`src/rtl/instr_sequencer.sv`:
```
// Instruction-issuing front end for the 16-bit multi-cycle processor: holds a
// small {ir, din} program and drives it through the run/done handshake.
module instr_sequencer #(
  parameter int PROG_DEPTH = 16,
  parameter int ADDR_W     = 4,
  parameter int TIMEOUT    = 16
) (
  input  logic              clock,
  input  logic              reset,
  input  logic              prog_we,
  input  logic [ADDR_W-1:0] prog_addr,
  input  logic [24:0]       prog_data,
  input  logic              start,
  input  logic              done,
  output logic [8:0]        ir,
  output logic [15:0]       din,
  output logic              run,
  output logic [ADDR_W-1:0] pc,
  output logic [7:0]        instr_count,
  output logic              busy,
  output logic              halted,
  output logic              error
);

  localparam int WD_W = $clog2(TIMEOUT + 1);

  typedef enum logic [2:0] {
    S_IDLE,
    S_FETCH,
    S_ISSUE,
    S_WAIT,
    S_HALT,
    S_ERROR
  } state_t;

  state_t           state, state_next;
  logic [24:0]      mem [PROG_DEPTH];
  logic [24:0]      fetch_word;
  logic [WD_W-1:0]  watchdog;
  logic             fetch_halt;
  logic             last_pc;
  logic             wd_expired;
  logic             addr_ok;

  always_comb begin
    fetch_word = mem[pc];
    fetch_halt = (fetch_word[24:22] == 3'b111);
    last_pc    = (pc == ADDR_W'(PROG_DEPTH - 1));
    wd_expired = (watchdog == WD_W'(TIMEOUT - 1));
    addr_ok    = ({1'b0, prog_addr} < (ADDR_W + 1)'(PROG_DEPTH));
  end

  // Status outputs are pure state decodes, so reset clears run asynchronously.
  always_comb begin
    run    = (state == S_ISSUE);
    busy   = (state == S_FETCH) || (state == S_ISSUE) || (state == S_WAIT);
    halted = (state == S_HALT);
    error  = (state == S_ERROR);
  end

  always_comb begin
    state_next = state;
    case (state)
      S_IDLE, S_HALT, S_ERROR: if (start) state_next = S_FETCH;
      S_FETCH: state_next = fetch_halt ? S_HALT : S_ISSUE;
      S_ISSUE: state_next = S_WAIT;
      S_WAIT: begin
        if (done)            state_next = last_pc ? S_HALT : S_FETCH;
        else if (wd_expired) state_next = S_ERROR;
      end
      default: state_next = S_IDLE;
    endcase
  end

  always_ff @(posedge clock or posedge reset) begin
    if (reset) begin
      state       <= S_IDLE;
      pc          <= '0;
      ir          <= '0;
      din         <= '0;
      instr_count <= '0;
      watchdog    <= '0;
    end else begin
      state <= state_next;
      case (state)
        S_IDLE, S_HALT, S_ERROR: begin
          if (start) begin
            pc          <= '0;
            instr_count <= '0;
          end
        end
        S_FETCH: begin
          // A halt word is never presented, so ir/din keep the last issued instruction.
          if (!fetch_halt) begin
            ir  <= fetch_word[24:16];
            din <= fetch_word[15:0];
          end
        end
        S_ISSUE: watchdog <= '0;
        S_WAIT: begin
          if (done) begin
            if (instr_count != 8'hFF) instr_count <= instr_count + 8'd1;
            if (!last_pc) pc <= pc + ADDR_W'(1);
          end else begin
            watchdog <= watchdog + WD_W'(1);
          end
        end
        default: ;
      endcase
    end
  end

  always_ff @(posedge clock) begin
    if (prog_we && !busy && addr_ok) mem[prog_addr] <= prog_data;
  end

endmodule

```
`config.mk`:
```
export PLATFORM = sky130hd
export DESIGN_NAME = instr_sequencer
export DESIGN_NICKNAME = d
export VERILOG_FILES = /design/src/rtl/instr_sequencer.sv
export SDC_FILE = /design/constraint.sdc
export NUM_CORES = 1
export LEC_CHECK = 0
export ABC_AREA = 1
export BUFFER_PORTS_ARGS = -buffer_cell sky130_fd_sc_hd__buf_4
export CAP_MARGIN = 20
export CORE_ASPECT_RATIO = 1.5
export CORE_MARGIN = 2
export CORE_UTILIZATION = 45
export CTS_BUF_LIST = sky130_fd_sc_hd__clkbuf_4
export DETAILED_ROUTE_END_ITERATION = 6
export PLACE_DENSITY = 0.63
export SYNTH_ARGS = -nofsm -noshare
export SYNTH_HDL_FRONTEND = slang
export SYNTH_SLANG_ARGS = --single-unit
```
`constraint.sdc`:
```
create_clock -name clock -period 2.7 [get_ports clock]
set_input_delay 0.54 -clock clock [delete_from_list [all_inputs] [get_ports clock]]
set_output_delay 0.54 -clock clock [all_outputs]
set_load 0.005 [all_outputs]
```
# Word-level counts from Yosys, hierarchy flattened
# Memory sizes are Yosys's and may differ from the RTL's.
# Index checks and enable logic that the tools add are counted.
[op_classes]
n_eq_ne = 15
n_bitwise = 1
reduce_logical = 13
muxes = 18
n_addsub = 3
[op_table]
columns = ["operator", "count"]
rows = [
  ["$mux W8", 3],
  ["$pmux W8 S2", 1],
  ["$mux W3", 5],
  ["$mux W4", 3],
  ["$pmux W3 S4", 1],
  ["$pmux W5 S2", 1],
  ["$eq A3 B3 Y1 const B", 3],
  ["$add A8 B1 Y8 const B", 1],
  ["$ne A2 B2 Y1 const B", 4],
  ["$ne A8 B8 Y1 const B", 1],
  ["$pmux W4 S2", 1],
  ["$reduce_and A4 Y1", 2],
  ["$eq A3 B2 Y1 const B", 2],
  ["$reduce_and A2 Y1", 3],
  ["$add A5 B1 Y5 const B", 1],
  ["$eq A5 B4 Y1 const B", 1],
  ["$mux W5", 1],
  ["$add A4 B1 Y4 const B", 1],
  ["$eq A4 B4 Y1 const B", 1],
  ["$reduce_bool A2 Y1", 2],
  ["$eq A3 B1 Y1 const B", 1],
  ["$logic_not A3 Y1", 1],
  ["$ne A3 B3 Y1 const B", 1],
  ["$reduce_or A3 Y1", 1],
  ["6 further kinds", 8],
]
[totals]
out_inout_bits = 41
reg_bits = 45
input_bits = 34
mem_count = 1
mem_bits_rw = 400
[mem_list]
columns = ["memory", "words", "width", "rd", "rd_clocked_by_memory_dff", "write_ports", "line_no", "rtl"]
rows = [
  ["mem", 16, 25, 1, 0, 1, "37", "logic [24:0] mem [PROG_DEPTH];"],
]

# Logic depth before layout (Yosys ltp)
# Gate-level depths: netlist (run 1).
[depth]
depth_word = 7
depth_mapped = 17
mapped_depth_nobuf = 14

# Worst setup path before layout (run 1)
# OpenSTA, ideal clock, no wires.
[synth_path]
kind = "register to register"
startpoint = "register state[1]"
endpoint = "memory mem[0][0], enable pin"
path_stages_with_launch = 6
t_arrival_ps = 2016
n_path_buf = 0
synth_period_minus_slack_ps = 2422
setup_ps = 407
path_slack_ps = 278
required_ps = 2293
cell_sequence = "dfrtp_1 -> nand2_1 -> nand2_1 -> nor2_1 -> nand3_1 -> nor2_1"
[synth_via]
elab_chain_cells = 7
[synth_lines]
columns = ["element", "line_no", "rtl"]
rows = [
  ["start: declaration", "36", "state_t state, state_next;"],
  ["start signal: assignment", "84", "state <= state_next;"],
  ["$eq A3 B1 Y1 or $eq A3 B2 Y1 (tied branches)", "56", "busy = (state == S_FETCH) || (state == S_ISSUE) || (state == S_WAIT);"],
  ["$logic_or A1 B1 Y1", "56", ""],
  ["$logic_or A1 B1 Y1 (*)", "56", ""],
  ["via busy", "20", "output logic busy,"],
  ["$logic_not A1 Y1 (*)", "114", "if (prog_we && !busy && addr_ok) mem[prog_addr] <= prog_data;"],
  ["$logic_and A1 B1 Y1 (*)", "114", ""],
  ["$mux W1 (*)", "114", ""],
  ["$mux W1 (not written as such) (*)", "114", ""],
  ["end: declaration", "37", ""],
]
# The timed path passes the listed nets; every way through them passes the cells marked *.

# Final worst setup path (run 1)
[layout_path]
startpoint = "register pc[0]"
endpoint = "output pc[0]"
[layout_rtl]
columns = ["element", "line_no", "rtl"]
rows = [
  ["start: declaration", "18", "output logic [ADDR_W-1:0] pc,"],
  ["start signal: assignment", "103", "if (!last_pc) pc <= pc + ADDR_W'(1);"],
]
# No word-level cell between the ends.

==> metrics, run 1 <==
clock buffer count from CTS=between 90 and 100; worst hold endpoint=mem[10][24]$_DFFE_PP_; # nets final=approximately 1600; power density over the cells=between 800 and 900 nW/µm²; number of flops mapped to enable cells by yosys=400; required time at the endpoint of the critical path=2.16 ns; Relative slew margins=around three fifths; number of global-route vias before repair=about 12000; Remaining Overflow, GRT=0; post-synth design cell area=17700 µm²; endpoints failing hold=0; Setup TNS Final=0 ns; launch point of the worst hold path=prog_data[24]; largest fanout on the critical path=approximately 140; asr flop ratio synth=about a tenth; maximum clock rate=about 400 MHz; classification of the worst-slack hold path=in2reg; number of hold buffers added after CTS=2; Critical R2R Capture=ir[5]$_DFFE_PP0P_; Yosys top cell by area=sky130_fd_sc_hd__edfxtp_1; clock sink total=between 400 and 500; number of endpoints failing setup at the final stage=0; switch share=between 30 and 40%; utilization of the core after routing=~53%; combinational power share=between 20 and 30%; master cell of the clock root buffer=sky130_fd_sc_hd__clkbuf_4; area of the core=38500 µm²; category of the worst setup path capture point=output pin; number of vias per cell after detailed routing=5.50; mean instance size in the synthesized netlist=about 13 µm²; relative area change from synthesis to final layout=15.2%; Sequential Power Share=between 40% and 50%; via count=about 12000; synthesized instance count=about 1400; maximum number of pins on one net before global-route repair=about 140; die width=approximately 170 µm; final critical-path share of the clock period=between 90 and 100%; sequential standard cell area=about 13000 µm²; nets in the synthesized netlist=1447; area used by multi-input combinational logic=4020 µm²; Clock power frac=between 20% and 30%; later-pin clock latency in the skew report=0.79 ns; share of final-layout standard cells stronger than drive strength 1=between 10% and 20%; Core Rows=88; worst clock skew=roughly 0.028 ns; VDD IR-drop max=between 0.0009 and 0.001 V; H-tree depth=3; startpoint-to-endpoint class of the critical path=reg2out; setup repair after global routing missed its margin=false; initial antenna violation count=2; finished layout cell area=20300 µm²; Internal Power=between 0.01 and 0.015 W; signal arrival time at the worst endpoint=1.94 ns; Post-synth top cells=sky130_fd_sc_hd__edfxtp_1 (400), sky130_fd_sc_hd__nor2_1 (216), sky130_fd_sc_hd__nand2_1 (206); number of cells traversed by the worst hold path=1; Worst R2R Setup Slack=0.28 ns; yosys warns=0; most common cell in the netlist=sky130_fd_sc_hd__edfxtp_1; Die Y-Extent=~250 µm; Max Buffers Root-to-Sink=3; Maximum Capacitance Violations=0; wire length after detailed routing=45100 µm; DRC violation count after routing=0; detailed-placement wirelength estimate=around 27000 µm; final routed wire length divided by cell count=21.3 µm; CTS tree=done; launching point of the worst reg2reg path=pc[0]$_DFFE_PP0P_; drt first-iter violations=929; status=completed; biggest area contributors in the synthesized netlist=sky130_fd_sc_hd__edfxtp_1 (68%), sky130_fd_sc_hd__dfrtp_1 (6.4%), sky130_fd_sc_hd__o21ai_0 (5.5%); Critical Path Start Type=flip-flop; buffers inserted by post-CTS timing repair=0; weighted congestion at the end of routability-driven global placement=0.852; Min Clock Period, post-route=2.48 ns; fill cell instance count of the final layout=roughly 3400; total count of max-transition violations in the final report=0; share of the synthesized area in the top cell type=68.0%; worst-case reg-to-reg path depth=8; leakage power total=7.30 nW; gr usage total=22.2%; Die Area=40900 µm²; clock transition at the registers of the reported paths=0.07 ns; Initial Util=roughly 46%; Top Ports=75; number of iterations in the first detailed-routing pass=5; number of nets still failing antenna checks after routing=0; quantity of gates resized following cts=0; register area share after synthesis=between 70 and 80%; most used flip-flop cell after synthesis=sky130_fd_sc_hd__edfxtp_1; Port-buffer cells=74; count of state elements after synthesis=between 400 and 500; global-route wire length before repair=between 60000 and 70000 µm; power spent charging and discharging nets=0.00589 W; number of distinct library cell variants in the gate-level netlist after synthesis=31; Worst Max-Slew Pin Slew=slightly above 0.6 ns; area after detailed placement=approximately 19000 µm²
==> worst max-delay path by stage <==
| stage | start | endpoint | slack, ns | depth (start not counted) |
|---|---|---|---|---|
| global route | pc[0]$_DFFE_PP0P_ | pc[0] | 0.10 | 2 |
| detailed placement | pc[0]$_DFFE_PP0P_ | ir[5]$_DFFE_PP0P_ | 0.35 | 8 |
| floorplan | state[1]$_DFFE_PP0P_ | mem[0][0]$_DFFE_PP_ | 0.28 | 5 |
| CTS | pc[0]$_DFFE_PP0P_ | pc[0] | 0.14 | 2 |
| global placement | pc[0]$_DFFE_PP0P_ | ir[5]$_DFFE_PP0P_ | 0.39 | 8 |
| finish | pc[0]$_DFFE_PP0P_ | pc[0] | 0.22 | 2 |
==> worst max-delay path: stages (launching register included) <==
cell                      delay [ns]
sky130_fd_sc_hd__dfrtp_4        0.44
sky130_fd_sc_hd__buf_12         0.47
sky130_fd_sc_hd__buf_4          0.22
==> power groups by stage <==
stage	Clock, W	Sequential (W)	Combinational [W]
after floorplan	0	0.00821	0.00278
after CTS	0.00514	0.00812	0.00462
after global routing	0.00547	0.00815	0.00507
final	0.00501	0.00811	0.00458
after global placement	0	0.00827	0.00451
after detailed placement	0	0.00826	0.00460
==> flip-flops by register name, indices dropped and copies added (netlist names) <==
register / count
ir: 9
pc: 4
watchdog: 5
instr_count: 8
state: 3
mem: 400
din: 16
==> layout make-up <==
cell class,instances,area share (%)
clock buffer,146,5.39
multi-input combinational,824,19.8
antenna,2,0.0246
timing repair buffer,115,5.38
inverter,58,1.09
tap,495,3.04
sequential,445,64.6
clock inverter,36,0.695
==> cell usage in the layout (no fill, tap or decap), types with 8 or more instances in the layout <==
cell type                  Yosys  routed
sky130_fd_sc_hd__edfxtp_1    400     400
sky130_fd_sc_hd__nand2_1     206     206
sky130_fd_sc_hd__nor2_1      216     199
sky130_fd_sc_hd__o21ai_0     194     194
sky130_fd_sc_hd__clkbuf_4      0     146
sky130_fd_sc_hd__buf_4         7      95
sky130_fd_sc_hd__nand3_1      74      74
sky130_fd_sc_hd__o22ai_1      55      55
sky130_fd_sc_hd__inv_1        54      53
sky130_fd_sc_hd__dfrtp_1      45      42
sky130_fd_sc_hd__o221ai_1     34      34
sky130_fd_sc_hd__clkinv_1      0      29
sky130_fd_sc_hd__buf_12        0      18
sky130_fd_sc_hd__nor2_4        0      16
sky130_fd_sc_hd__o211ai_1     11      11
sky130_fd_sc_hd__a21oi_1       8       8
==> stage by stage <==
step	total power [W]	setup WS [ns]	std cells	hold slack [ns]
floorplan	0.0110	0.278	1409	0.449
global placement	0.0128	0.394	1935	0.470
detailed placement	0.0129	0.352	1935	0.468
CTS	0.0179	0.142	2119	0.00447
global route	0.0187	0.102	2121	0.0580
finish	0.0177	0.217	2121	0.0791
==> kinds of logic (layout without fill, tap and decap cells) <==
group	Yosys count	in the layout	share of synthesized area [%]
XOR/XNOR	3	3	0.149
multiplexers	1	1	0.0638
AND/OR/NAND/NOR	509	509	11.6
other	0	2	0
flip-flops	445	445	74.4
AO/OA/AOI/OAI	307	307	10.0
adder cells (fa/ha/maj)	4	4	0.283
buffers and inverters	140	355	3.51
==> per-layer routing <==
layer  routed length, µm  part of all wire [%]  up-vias  GRT usage [%]
li1                    -                     -     5443              -
met1               16800                    37     5770           24.5
met2               23800                    53      387           40.6
met3                2260                   5.0       75           3.95
met4                2200                   4.9        0           11.9
met5                   0                     0        -              0
No activity file was read; power rests on OpenSTA's default activity.
==> run 2, diff against run 1 <==
CTS_BUF_LIST = sky130_fd_sc_hd__clkbuf_2   (was sky130_fd_sc_hd__clkbuf_4)
==> metrics, run 2 (same netlist as run 1, synthesis figures left out) <==
maximum number of pins on one net before global-route repair=138; Initial Util=45.8%; weighted congestion at the end of routability-driven global placement=between 0.8 and 0.9; commonest cells after routing, fill and taps aside=sky130_fd_sc_hd__edfxtp_1 (400), sky130_fd_sc_hd__nand2_1 (206), sky130_fd_sc_hd__nor2_1 (198); Min Clock Period, post-route=~2.6 ns; registers with the highest flip-flop counts=mem: 400 flops, din: 16 flops, ir: 9 flops; power density over the cells=roughly 840 nW/µm²; Critical Path Start Type=flip-flop; number of endpoints failing setup at the final stage=0; largest fanout on the critical path=4; worst slack on hold paths=0.125 ns; Worst Max-Slew Pin Slew=0.561 ns; number of nets still failing antenna checks after routing=0; via count=~12000; clock sink total=between 400 and 500; wire length after detailed routing=about 46000 µm; required time at the endpoint of the critical path=approximately 2.2 ns; max reg flops=400; family with the most delay on the worst path=flip-flops; gr usage total=between 20% and 30%; clock transition at the registers of the reported paths=0.12 ns; # nets final=~1600; master cell of the clock root buffer=sky130_fd_sc_hd__clkbuf_2; status=completed; area of the core=between 30000 and 40000 µm²; non-filler instance count after layout=about 2200; top register by number of flip-flops=mem; signal arrival time at the worst endpoint=2.02 ns; fill cell instance count of the final layout=about 3400; Relative slew margins=approximately 63%; buffers plus inverters on the worst setup path=2; Max Buffers Root-to-Sink=3; Core Rows=88; Die Y-Extent=247 µm; setup repair after global routing missed its margin=false; DRC violation count after routing=0; total count of max-transition violations in the final report=0; area after detailed placement=about 19000 µm²; classification of the worst-slack hold path=in2async; share of final-layout standard cells stronger than drive strength 1=18.5%; later-pin clock latency in the skew report=slightly above 1 ns; launching point of the worst reg2reg path=pc[0]$_DFFE_PP0P_; clock buffer count from CTS=slightly below 100; Crit. path cell count=4; Critical R2R Capture=ir[2]$_DFFE_PP0P_; ordered cell list for the critical path=inv_1 > nand2_1 > nor2_2 > buf_4; most common library cell in the layout ignoring fill and taps=sky130_fd_sc_hd__edfxtp_1; Port-buffer cells=74; number of global-route vias before repair=11800; startpoint-to-endpoint class of the critical path=reg2out; end point of the critical path=run; drt first-iter violations=just over 1000; final total power=0.0172 W; CTS tree=done; maximum clock rate=about 390 MHz; endpoints failing hold=0; number of vias per cell after detailed routing=about 5.5; detailed-placement wirelength estimate=about 27000 µm; worst clock skew=roughly 0.072 ns; post-placement cell count=around 1900; final routed wire length divided by cell count=around 21 µm; Maximum Capacitance Violations=0; VDD IR-drop max=approximately 0.00073 V; category of the worst setup path capture point=output pin; Die Area=around 41000 µm²; Remaining Overflow, GRT=0; Setup TNS Final=0 ns; peak per-stage delay on the critical path=roughly 0.4 ns; relative area change from synthesis to final layout=15.6%; Worst R2R Setup Slack=0.27 ns; number of iterations in the first detailed-routing pass=5; Top Ports=75; cell with the largest stage delay on the worst path=sky130_fd_sc_hd__dfrtp_1; leakage power total=roughly 7.4 nW; die width=roughly 170 µm; finished layout cell area=a little over 20000 µm²; initial antenna violation count=1; H-tree depth=3; start point of the critical path=state[2]$_DFFE_PP0P_; worst-case reg-to-reg path depth=8; global-route wire length before repair=around 70000 µm; final critical-path share of the clock period=94.9%; buffers inserted by post-CTS timing repair=0
-- run 2: power breakdown --
group / leakage [nW] / internal (W) / total [W] / switching, W
Combinational: 2.52 / 0.00152 / 0.00472 / 0.00320
Clock: 0.729 / 0.00176 / 0.00434 / 0.00258
Sequential: 4.17 / 0.00788 / 0.00813 / 0.000247
Total: 7.43 / 0.0112 / 0.0172 / 0.00603
-- run 2: area by class of cell --
class,count,area (µm²),area share (%)
Clock inverter,38,235,1.15
Sequential cell,445,13100,64.4
Clock buffer,148,741,3.63
Inverter,58,223,1.09
Multi-Input combinational cell,824,4030,19.7
Timing Repair Buffer,143,1420,6.97
Tap cell,495,619,3.03
Antenna cell,1,2.50,0.0123
-- run 2: worst min-delay path by stage --
stage	slack (ns)	to	depth (start not counted)	start
6_report	0.12	instr_count[6]$_DFFE_PP0P_	3	reset
5_1_grt	0.12	instr_count[6]$_DFFE_PP0P_	3	reset
4_1_cts	0.04	instr_count[6]$_DFFE_PP0P_	3	reset
3_5_place_dp	0.47	ir[7]$_DFFE_PP0P_	2	ir[7]$_DFFE_PP0P_
3_3_place_gp	0.47	state[2]$_DFFE_PP0P_	2	state[2]$_DFFE_PP0P_
2_1_floorplan	0.45	state[2]$_DFFE_PP0P_	2	state[2]$_DFFE_PP0P_
-- run 2: stage by stage --
| stage | util (%) | setup slack (ns) |
|---|---|---|
| finish | 53.0 | 0.137 |
| global route | 53.0 | 0.0302 |
| CTS | 52.8 | -0.0467 |
| detailed placement | 49.5 | 0.352 |
| global placement | 49.5 | 0.394 |
| floorplan | - | 0.278 |
-- run 2: worst reg2reg max path, cell delays in order, from the launching register on --
cell and delay, ns:
sky130_fd_sc_hd__dfrtp_4 0.57, sky130_fd_sc_hd__inv_4 0.39, sky130_fd_sc_hd__buf_4 0.46, sky130_fd_sc_hd__o21ai_0 0.14, sky130_fd_sc_hd__o221ai_1 0.20, sky130_fd_sc_hd__o211ai_1 0.28, sky130_fd_sc_hd__nand3_1 0.20, sky130_fd_sc_hd__nand2_1 0.07
sky130_fd_sc_hd__nand2_1 0.08
-- run 2: what timing repair did --
| action | 4_1_cts | 5_1_grt |
|---|---|---|
| cloned | 0 | 2 |
| setup endpoints to repair | 2 | 2 |
| hold buffers | 28 | 0 |
| resized for setup | 3 | 1 |
| endpoints found under the hold margin | 444 | 0 |
-- run 2: per-layer routing --
metal / global-route usage (%) / routed length (µm) / vias to the layer above
li1: - / - / 5490
met1: 24.5 / 17100 / 5832
met2: 41.0 / 24600 / 413
met3: 3.87 / 2600 / 82
met4: 11.4 / 1930 / 0
met5: 0 / 0 / -
